==> config.mk <==
export PLATFORM = sky130hd
export DESIGN_NAME = fft_ram_sequencer
export DESIGN_NICKNAME = d
export VERILOG_FILES = /design/src/rtl/fft_pkg.sv /design/src/rtl/fft_addr_gen.sv /design/src/rtl/fft_ram_sequencer.sv
export SDC_FILE = /design/constraint.sdc
export NUM_CORES = 1
export LEC_CHECK = 0
export BUFFER_PORTS_ARGS = -buffer_cell sky130_fd_sc_hd__buf_2
export CAP_MARGIN = 0
export CELL_PAD_IN_SITES_DETAIL_PLACEMENT = 1
export CELL_PAD_IN_SITES_GLOBAL_PLACEMENT = 1
export CORE_UTILIZATION = 26
export DETAILED_ROUTE_END_ITERATION = 16
export PLACE_DENSITY = 0.91
export SKIP_CTS_REPAIR_TIMING = 1
export SLEW_MARGIN = 20
export SYNTH_ARGS = -nofsm -noshare
export SYNTH_HDL_FRONTEND = slang
export SYNTH_SLANG_ARGS = --single-unit
==> constraint.sdc <==
create_clock -name i_clk -period 8.4 [get_ports i_clk]
set_clock_uncertainty 0.05 [all_clocks]
set_input_delay 1.26 -clock i_clk [delete_from_list [all_inputs] [get_ports i_clk]]
set_output_delay 1.26 -clock i_clk [all_outputs]
set_load 0.03 [all_outputs]
==> src/rtl/fft_pkg.sv <==
// Shared constants, FSM state encoding and the bit-reversal helper for the
// 32-point in-place FFT memory sequencer.
package fft_pkg;

   localparam int DW = 16;
   localparam int AW = 5;
   localparam int N  = 1 << AW;

   typedef enum logic [2:0] {
      ST_IDLE   = 3'd0,
      ST_LOAD   = 3'd1,
      ST_ISSUE  = 3'd2,
      ST_WAIT   = 3'd3,
      ST_UNLOAD = 3'd4
   } state_t;

   function automatic logic [4:0] bitrev5(input logic [4:0] i_v);
      return {i_v[0], i_v[1], i_v[2], i_v[3], i_v[4]};
   endfunction

endpackage

==> src/rtl/fft_addr_gen.sv <==
// Radix-2 DIT butterfly addressing: maps (stage, butterfly) to the two
// in-place operand addresses and the twiddle index.
module fft_addr_gen
   import fft_pkg::*;
(
   input  logic [2:0]    i_s,
   input  logic [3:0]    i_k,
   output logic [AW-1:0] o_a,
   output logic [AW-1:0] o_b,
   output logic [3:0]    o_tw
);

   logic [AW-1:0] w_k;
   logic [AW-1:0] w_span;
   logic [AW-1:0] w_mask;
   logic [AW-1:0] w_hi;
   logic [AW-1:0] w_a;

   // Insert a zero bit at position s of k to get the upper-wing index.
   always_comb begin
      w_k    = {1'b0, i_k};
      w_span = 5'd1 << i_s;
      w_mask = w_span - 5'd1;
      w_hi   = (w_k >> i_s) << (i_s + 3'd1);
      w_a    = w_hi | (w_k & w_mask);
      o_a    = w_a;
      o_b    = w_a + w_span;
      o_tw   = (i_k & w_mask[3:0]) << (3'd4 - i_s);
   end

endmodule

==> src/rtl/fft_ram_sequencer.sv <==
// Drives the dual-port FFT RAM through load (bit-reversed), 5x16 in-place
// butterflies via an external unit, and natural-order unload.
module fft_ram_sequencer #(
   parameter int DW = fft_pkg::DW,
   parameter int AW = fft_pkg::AW
) (
   input  logic          i_clk,
   input  logic          i_rst_n,
   input  logic          i_start,
   output logic          o_busy,
   output logic          o_done,
   input  logic          i_in_valid,
   output logic          o_in_ready,
   input  logic [DW-1:0] i_in_data,
   output logic          o_out_valid,
   input  logic          i_out_ready,
   output logic [DW-1:0] o_out_data,
   output logic          o_out_last,
   output logic          o_ram_ena,
   output logic          o_ram_enb,
   output logic [AW-1:0] o_ram_addra,
   output logic [AW-1:0] o_ram_addrb,
   output logic [DW-1:0] o_ram_dia,
   output logic [DW-1:0] o_ram_dib,
   input  logic [DW-1:0] i_ram_doa,
   input  logic [DW-1:0] i_ram_dob,
   output logic          o_bf_valid,
   input  logic          i_bf_ready,
   output logic [DW-1:0] o_bf_a,
   output logic [DW-1:0] o_bf_b,
   output logic [3:0]    o_bf_tw,
   input  logic          i_bf_res_valid,
   input  logic [DW-1:0] i_bf_res_a,
   input  logic [DW-1:0] i_bf_res_b
);
   import fft_pkg::*;

   localparam logic [AW-1:0] SMP_LAST = AW'(N - 1);
   localparam logic [AW-1:0] SMP_ONE  = AW'(1);
   localparam logic [3:0]    K_LAST   = 4'd15;
   localparam logic [2:0]    S_LAST   = 3'd4;

   state_t        r_state;
   state_t        w_state_nxt;
   logic [AW-1:0] r_smp;
   logic [AW-1:0] w_smp_nxt;
   logic [2:0]    r_s;
   logic [2:0]    w_s_nxt;
   logic [3:0]    r_k;
   logic [3:0]    w_k_nxt;
   logic          r_done;
   logic          w_done_nxt;
   logic [AW-1:0] w_a;
   logic [AW-1:0] w_b;
   logic [3:0]    w_tw;

   fft_addr_gen u_addr_gen (
      .i_s  (r_s),
      .i_k  (r_k),
      .o_a  (w_a),
      .o_b  (w_b),
      .o_tw (w_tw)
   );

   // State, counters and the done pulse; reset aborts any pass.
   always_ff @(posedge i_clk) begin
      if (!i_rst_n) begin
         r_state <= ST_IDLE;
         r_smp   <= {AW{1'b0}};
         r_s     <= 3'd0;
         r_k     <= 4'd0;
         r_done  <= 1'b0;
      end else begin
         r_state <= w_state_nxt;
         r_smp   <= w_smp_nxt;
         r_s     <= w_s_nxt;
         r_k     <= w_k_nxt;
         r_done  <= w_done_nxt;
      end
   end

   assign o_done = r_done;

   // Next state, counter updates and RAM/stream/butterfly port drive.
   always_comb begin
      w_state_nxt = r_state;
      w_smp_nxt   = r_smp;
      w_s_nxt     = r_s;
      w_k_nxt     = r_k;
      w_done_nxt  = 1'b0;
      o_busy      = (r_state != ST_IDLE);
      o_in_ready  = 1'b0;
      o_out_valid = 1'b0;
      o_out_data  = {DW{1'b0}};
      o_out_last  = 1'b0;
      o_ram_ena   = 1'b0;
      o_ram_enb   = 1'b0;
      o_ram_addra = {AW{1'b0}};
      o_ram_addrb = {AW{1'b0}};
      o_ram_dia   = {DW{1'b0}};
      o_ram_dib   = {DW{1'b0}};
      o_bf_valid  = 1'b0;
      o_bf_a      = {DW{1'b0}};
      o_bf_b      = {DW{1'b0}};
      o_bf_tw     = 4'd0;
      case (r_state)
         ST_IDLE: begin
            if (i_start) begin
               w_state_nxt = ST_LOAD;
               w_smp_nxt   = {AW{1'b0}};
            end else begin
               w_state_nxt = ST_IDLE;
            end
         end
         ST_LOAD: begin
            o_in_ready = 1'b1;
            if (i_in_valid) begin
               o_ram_ena   = 1'b1;
               o_ram_addra = bitrev5(r_smp);
               o_ram_dia   = i_in_data;
               w_smp_nxt   = r_smp + SMP_ONE;
               if (r_smp == SMP_LAST) begin
                  w_state_nxt = ST_ISSUE;
                  w_s_nxt     = 3'd0;
                  w_k_nxt     = 4'd0;
               end else begin
                  w_state_nxt = ST_LOAD;
               end
            end else begin
               w_state_nxt = ST_LOAD;
            end
         end
         ST_ISSUE: begin
            o_ram_addra = w_a;
            o_ram_addrb = w_b;
            o_bf_valid  = 1'b1;
            o_bf_a      = i_ram_doa;
            o_bf_b      = i_ram_dob;
            o_bf_tw     = w_tw;
            if (i_bf_ready) begin
               w_state_nxt = ST_WAIT;
            end else begin
               w_state_nxt = ST_ISSUE;
            end
         end
         ST_WAIT: begin
            o_ram_addra = w_a;
            o_ram_addrb = w_b;
            // Results land in place during the strobe cycle itself.
            if (i_bf_res_valid) begin
               o_ram_ena = 1'b1;
               o_ram_enb = 1'b1;
               o_ram_dia = i_bf_res_a;
               o_ram_dib = i_bf_res_b;
               if (r_k == K_LAST) begin
                  w_k_nxt = 4'd0;
                  if (r_s == S_LAST) begin
                     w_state_nxt = ST_UNLOAD;
                     w_s_nxt     = 3'd0;
                     w_smp_nxt   = {AW{1'b0}};
                  end else begin
                     w_state_nxt = ST_ISSUE;
                     w_s_nxt     = r_s + 3'd1;
                  end
               end else begin
                  w_state_nxt = ST_ISSUE;
                  w_k_nxt     = r_k + 4'd1;
               end
            end else begin
               w_state_nxt = ST_WAIT;
            end
         end
         ST_UNLOAD: begin
            o_ram_addra = r_smp;
            o_out_valid = 1'b1;
            o_out_data  = i_ram_doa;
            o_out_last  = (r_smp == SMP_LAST);
            if (i_out_ready) begin
               w_smp_nxt = r_smp + SMP_ONE;
               if (r_smp == SMP_LAST) begin
                  w_state_nxt = ST_IDLE;
                  w_done_nxt  = 1'b1;
               end else begin
                  w_state_nxt = ST_UNLOAD;
               end
            end else begin
               w_state_nxt = ST_UNLOAD;
            end
         end
         default: begin
            w_state_nxt = ST_IDLE;
         end
      endcase
   end

endmodule

==> metrics.txt, run 1 <==
TritonCTS Buffers 3; Max Freq 193 MHz; Avg Vias per Cell around 5.0; CP Capture Type output port; Placer Congestion 0.878; hold slack approximately 0.5 ns; worst hold stages 2; Post-Syn Instances 297; r2r endpoint r_smp[2]; Seq/Total Area, Yosys 15.1%; post-synth cell types 45; total track usage 20.6%; core region area 7810 sq um; PnR Total Power 0.185 mW; largest cells by area after synthesis and2_1 (20%), dfxtp_1 (15%), ha_1 (8.3%), a22o_1 (7.5%), o21ai_0 (4.3%); share of cells above drive strength 1 42.5%; r2r setup slk 5.79 ns; area share of the leading cell type in the synthesized netlist 19.8%; synth-to-layout area growth 48.6%; ANT nets after route 0; hold path startpoint r_smp[1]; Worst EP arrival 3.86 ns; initial antenna violation count 0; Yosys reg bits 16; Hold Violations, Final 0; Congestion Overflow GR 0; RSZ-0062 raised after global routing no; Sw Pwr roughly 0.053 mW; first-pass GRT wire length 14,200 um; clock transition at the registers of the reported paths 0.06 ns; Detailed Route WL 9160 um; Synth warnings 0; Reg2Reg Depth 8; hold endpoint r_smp[1]; Crit path required time a little over 7 ns; measured slew at the worst slew-check pin 1.03 ns; clock share of power 31.9%; leak pwr 1.80 nW; Setup TNS 0 ns; per-cell routed wire length 16.1 um; Clk Latency, worst-skew pair 0.25 ns; synthesized area between 2000 and 2500 sq um; DIE WIDTH between 90 and 100 um; clock sink count 16; commonest register cell after synthesis dfxtp_1; vias in the first global route 2,820; NumNets Final 570; run status completed; Placed Area slightly above 3000 sq um; DRC viols 0; diode count 0; Setup violations, final 0; syn_area_per_cell 7.12 sq um; max-slew violations 0; Sequential Power Share 43.1%; worst hold path class reg -> reg; Async SR Flop Fraction 0%; DP Wirelength approximately 7500 um; crit path max fanout 19; DRT iter0 DRCs 153; Net Sw Frac 28.8%; Pint 0.131 mW; fin crit period 5.17 ns; Die Ht 92.2 um; drt pass-1 iters 5; H-tree depth 1; largest area contributor in the netlist and2_1; worst-case clock buffer depth 2; Slew headroom 31.2%; clock root buffer clkbuf_8; Mapped Nets approximately 400; CP Class reg -> out; CTS tree built; Peak VDD IR 0.0405 mV; row count 32; pwr/cell area between 50 and 60 nW/um^2; Die ar. approximately 8500 sq um; Comb power frac approximately a quarter; RR Startpoint r_s[0]; IO buf count 188; routed via count ~2.9k; largest net degree at the start of global routing 36; Initial Util 27.1%; io pins between 150 and 200; startpoint class of the critical path flop; fin area around 3100 sq um; max-cap violations 0; crit share post-route 61.5%; EDFF count, synth 0
==> sequential cells by signal (all words and copies together) (netlist names) <==
| signal | flops |
|---|---|
| r_state | 3 |
| r_smp | 5 |
| r_s | 3 |
| o_done | 1 |
| r_k | 4 |
==> layer usage <==
metal,global-route usage (%),share of wire [%]
met1,23.6,39
met3,2.90,5.4
met4,4.04,1.1
met5,0,0
met2,40.0,55
==> cells in the mapped netlist (5+ instances only) <==
| library cell | instances |
|---|---|
| a21o_1 | 5 |
| a21oi_1 | 13 |
| a22o_1 | 18 |
| and2_1 | 67 |
| and3_1 | 5 |
| buf_2 | 10 |
| clkbuf_1 | 11 |
| dfxtp_1 | 16 |
| ha_1 | 14 |
| inv_1 | 10 |
| nand2_1 | 16 |
| nand3_1 | 6 |
| nor2_1 | 20 |
| nor2b_1 | 9 |
| o21ai_0 | 18 |
| xor2_1 | 5 |
==> kinds of logic (layout without fill, tap and decap cells) <==
kind of cell / Yosys count / after routing / share of synthesized area (%)
flip-flops: 16 / 16 / 15.1
adder cells (fa/ha/maj): 15 / 15 / 9.23
multiplexers: 4 / 4 / 1.89
XOR/XNOR: 9 / 9 / 3.73
buffers and inverters: 33 / 202 / 6.57
AND/OR/NAND/NOR: 146 / 146 / 39.3
AO/OA/AOI/OAI: 74 / 74 / 24.1
==> metrics by stage <==
step	worst slack [ns]	utilization (%)	cells
detailed placement	3.53	39.6	565
global route	2.99	40.2	568
finish	3.23	40.2	568
global placement	3.75	39.6	565
floorplan	4.03	-	297
CTS	3.28	40.2	568
==> worst max-delay path: stages, from the launching register on <==
cell and delay (ns):
dfxtp_1 0.67, inv_1 0.26, ha_1 0.69, nor2_1 0.15, a31o_2 0.28, ha_1 0.21, fa_1 0.41, a21o_1 0.19
a21oi_1 0.16, xor2_1 0.19, xnor2_1 0.08, nor2_1 0.09, buf_2 0.20
==> placed cells by master (no fill, tap or decap), types with 5 or more instances in the layout <==
| cell type | n |
|---|---|
| o21ai_0 | 18 |
| nand2_1 | 16 |
| a21oi_1 | 13 |
| dfxtp_1 | 16 |
| nor2_1 | 20 |
| nor2b_1 | 9 |
| a21o_1 | 5 |
| and2_1 | 67 |
| buf_2 | 188 |
| and3_1 | 5 |
| a22o_1 | 18 |
| nand3_1 | 6 |
| xor2_1 | 5 |
| inv_1 | 10 |
| ha_1 | 14 |
==> area by class of cell <==
type | instances | area (sq um)
flip-flops and latches | 16 | 320
multi-input cells | 248 | 1670
well taps | 102 | 128
repair buffers | 189 | 948
inverters | 10 | 37.5
fillers | 1058 | 4670
clock buffers | 3 | 41.3
==> power groups by stage <==
stage                     registers [mW]  logic [mW]  clock network, mW
after floorplan                   0.0796      0.0202                  0
after global placement            0.0809      0.0444                  0
after detailed placement          0.0809      0.0458                  0
after CTS                         0.0793      0.0461             0.0584
after global routing              0.0798      0.0498             0.0614
final                             0.0795      0.0462             0.0588
==> how the worst max path moves through the flow <==
stage                     startpoint              to  cells after the start
after floorplan               r_s[0]  o_ram_addrb[4]                     12
after global placement        r_s[0]  o_ram_addrb[4]                     12
after detailed placement      r_s[0]  o_ram_addrb[4]                     12
after CTS                     r_s[0]  o_ram_addrb[4]                     12
after global routing          r_s[0]  o_ram_addrb[4]                     12
final                         r_s[0]  o_ram_addrb[4]                     12
Note: power is estimated with default switching activity, not from simulation.
==> run 2, diff against run 1 <==
--- a/config.mk
+++ b/config.mk
@@ -9,9 +9,9 @@
 export CAP_MARGIN = 0
 export CELL_PAD_IN_SITES_DETAIL_PLACEMENT = 1
 export CELL_PAD_IN_SITES_GLOBAL_PLACEMENT = 1
-export CORE_UTILIZATION = 26
+export CORE_UTILIZATION = 22
 export DETAILED_ROUTE_END_ITERATION = 16
-export PLACE_DENSITY = 0.91
+export PLACE_DENSITY = 0.82
 export SKIP_CTS_REPAIR_TIMING = 1
 export SLEW_MARGIN = 20
 export SYNTH_ARGS = -nofsm -noshare
==> constraint.sdc (replaced) <==
create_clock -name i_clk -period 4.4 [get_ports i_clk]
set_clock_uncertainty 0.05 [all_clocks]
set_input_delay 0.66 -clock i_clk [delete_from_list [all_inputs] [get_ports i_clk]]
set_output_delay 0.66 -clock i_clk [all_outputs]
set_load 0.03 [all_outputs]
==> run 2 against run 1 <==
  * Cell area increased by 2.6%
  * Non-clock buffer count is 6 higher
  * Critical path depth is 2 higher
  * Wire length up 4.1%
  * Via count shrank 1.2%
  * Total power grew 100%
  * Global-route usage decreased by 2.4 points
  * First-iteration DRC count shrank 39%
  * Combinational power increased by 95%
  * Clock-buffer cell count is 1 higher
  * Utilization is 5.5 points lower
  * Largest cell class unchanged
==> metrics.txt, run 2 (same netlist as run 1, synthesis figures left out) <==
IO buf count 188; pwr/cell area about 120 nW/um^2; synth-to-layout area growth 52.4%; Die ar. 10,000 sq um; CP Capture Type output port; startpoint class of the critical path flop; Worst Setup Slack, final 0.273 ns; leak pwr between 1.5 and 2 nW; max reg flops 5; measured slew at the worst slew-check pin 0.882 ns; H-tree depth 1; DRT iter0 DRCs slightly above 90; row count 35; total track usage 18.2%; clock transition at the registers of the reported paths 0.07 ns; worst-case clock buffer depth 2; CTS tree built; clock root buffer clkbuf_8; Initial Util 22.8%; per-cell routed wire length about 16 um; routed via count approximately 2.8k; commonest non-fill, non-tap cells in the layout buf_2 (188), and2_1 (67), nor2_1 (20), a22o_1 (18), o21ai_0 (18); Setup TNS 0 ns; crit path max fanout 10; max-slew violations 0; Placer Congestion a little under 0.9; TritonCTS Buffers 3; worst hold path class reg -> reg; Avg Vias per Cell about 4.7; Inst Count DP ~600; Post-Place Worst Slack 0.577 ns; Max Freq 242 MHz; drt pass-1 iters 4; Setup violations, final 0; core region area 9280 sq um; Worst EP arrival 3.42 ns; commonest non-fill, non-tap cell in the layout buf_2; Slew headroom 41.2%; DIE WIDTH 100 um; DP Wirelength ~8000 um; RSZ-0062 raised after global routing no; Crit path required time 3.69 ns; PnR Total Power 0.376 mW; diode count 0; max-cap violations 0; Post-Layout Cell Count 602; Hold Violations, Final 0; Regs by FF count r_smp: 5 flops, r_k: 4 flops; first-pass GRT wire length 14,700 um; ANT nets after route 0; Peak VDD IR 0.152 mV; fin crit period 4.13 ns; vias in the first global route 2,837; Congestion Overflow GR 0; clock sink count 16; CP Class reg -> out; share of cells above drive strength 1 43.1%; largest net degree at the start of global routing 35; fin util 34.7%; Detailed Route WL ~9500 um; Die Ht 100 um; NumNets Final about 580; initial antenna violation count 0; Reg with most FFs r_smp; crit share post-route 93.8%; io pins 189; Clk Latency, worst-skew pair 0.25 ns; run status completed; DRC viols 0
-- run 2: changes by cell type in the layout (fill, tap and decap cells not counted), sizes merged --
cell    change
buf         +6
clkbuf      +1
-- run 2: area by class of cell --
| class | instances | area [sq um] |
|---|---|---|
| clock buffers | 4 | 55.1 |
| fillers | 1286 | 6060 |
| inverters | 10 | 37.5 |
| multi-input cells | 248 | 1660 |
| flip-flops and latches | 16 | 320 |
| well taps | 129 | 161 |
| repair buffers | 195 | 993 |
-- run 2: worst max-delay path: stages, from the launching register on --
cell and delay, ns:
dfxtp_1 0.51, buf_4 0.22, ha_1 0.16, ha_1 0.27
inv_1 0.09, nor2_1 0.06, a31o_2 0.27, ha_1 0.22
fa_1 0.41, a21o_1 0.20, a21oi_1 0.17, xor2_1 0.20
xnor2_1 0.09, nor2_1 0.09, buf_2 0.22
-- run 2: report_power, final --
part	internal [mW]	total [mW]	switching, mW	leakage (nW)
registers	0.147	0.152	0.00500	0.129
logic	0.0434	0.0900	0.0465	1.69
clock network	0.0795	0.135	0.0552	0.0288
total	0.270	0.376	0.107	1.84
-- run 2: final timing paths --
check | start | to | slack (ns) | cells after the start
setup / recovery | r_s[0] | o_ram_addrb[4] | 0.27 | 14
hold / removal | r_smp[1] | r_smp[1] | 0.50 | 2
setup reg to reg | r_s[0] | r_smp[2] | 1.91 | 8
hold reg to reg | r_smp[1] | r_smp[1] | 0.50 | 2
-- run 2: metal layers --
layer	track usage [%]	part of all wire (%)
met5	0	0
met3	1.81	1.7
met4	2.01	0.44
met2	32.5	53
met1	24.5	45
-- run 2: metrics by stage --
stage                     hold slack (ns)  instance area, sq um
after detailed placement            0.482                  3170
final                               0.496                  3220
after global routing                0.528                  3220
after floorplan                     0.426                  2110
after global placement              0.453                  3170
after CTS                           0.493                  3220
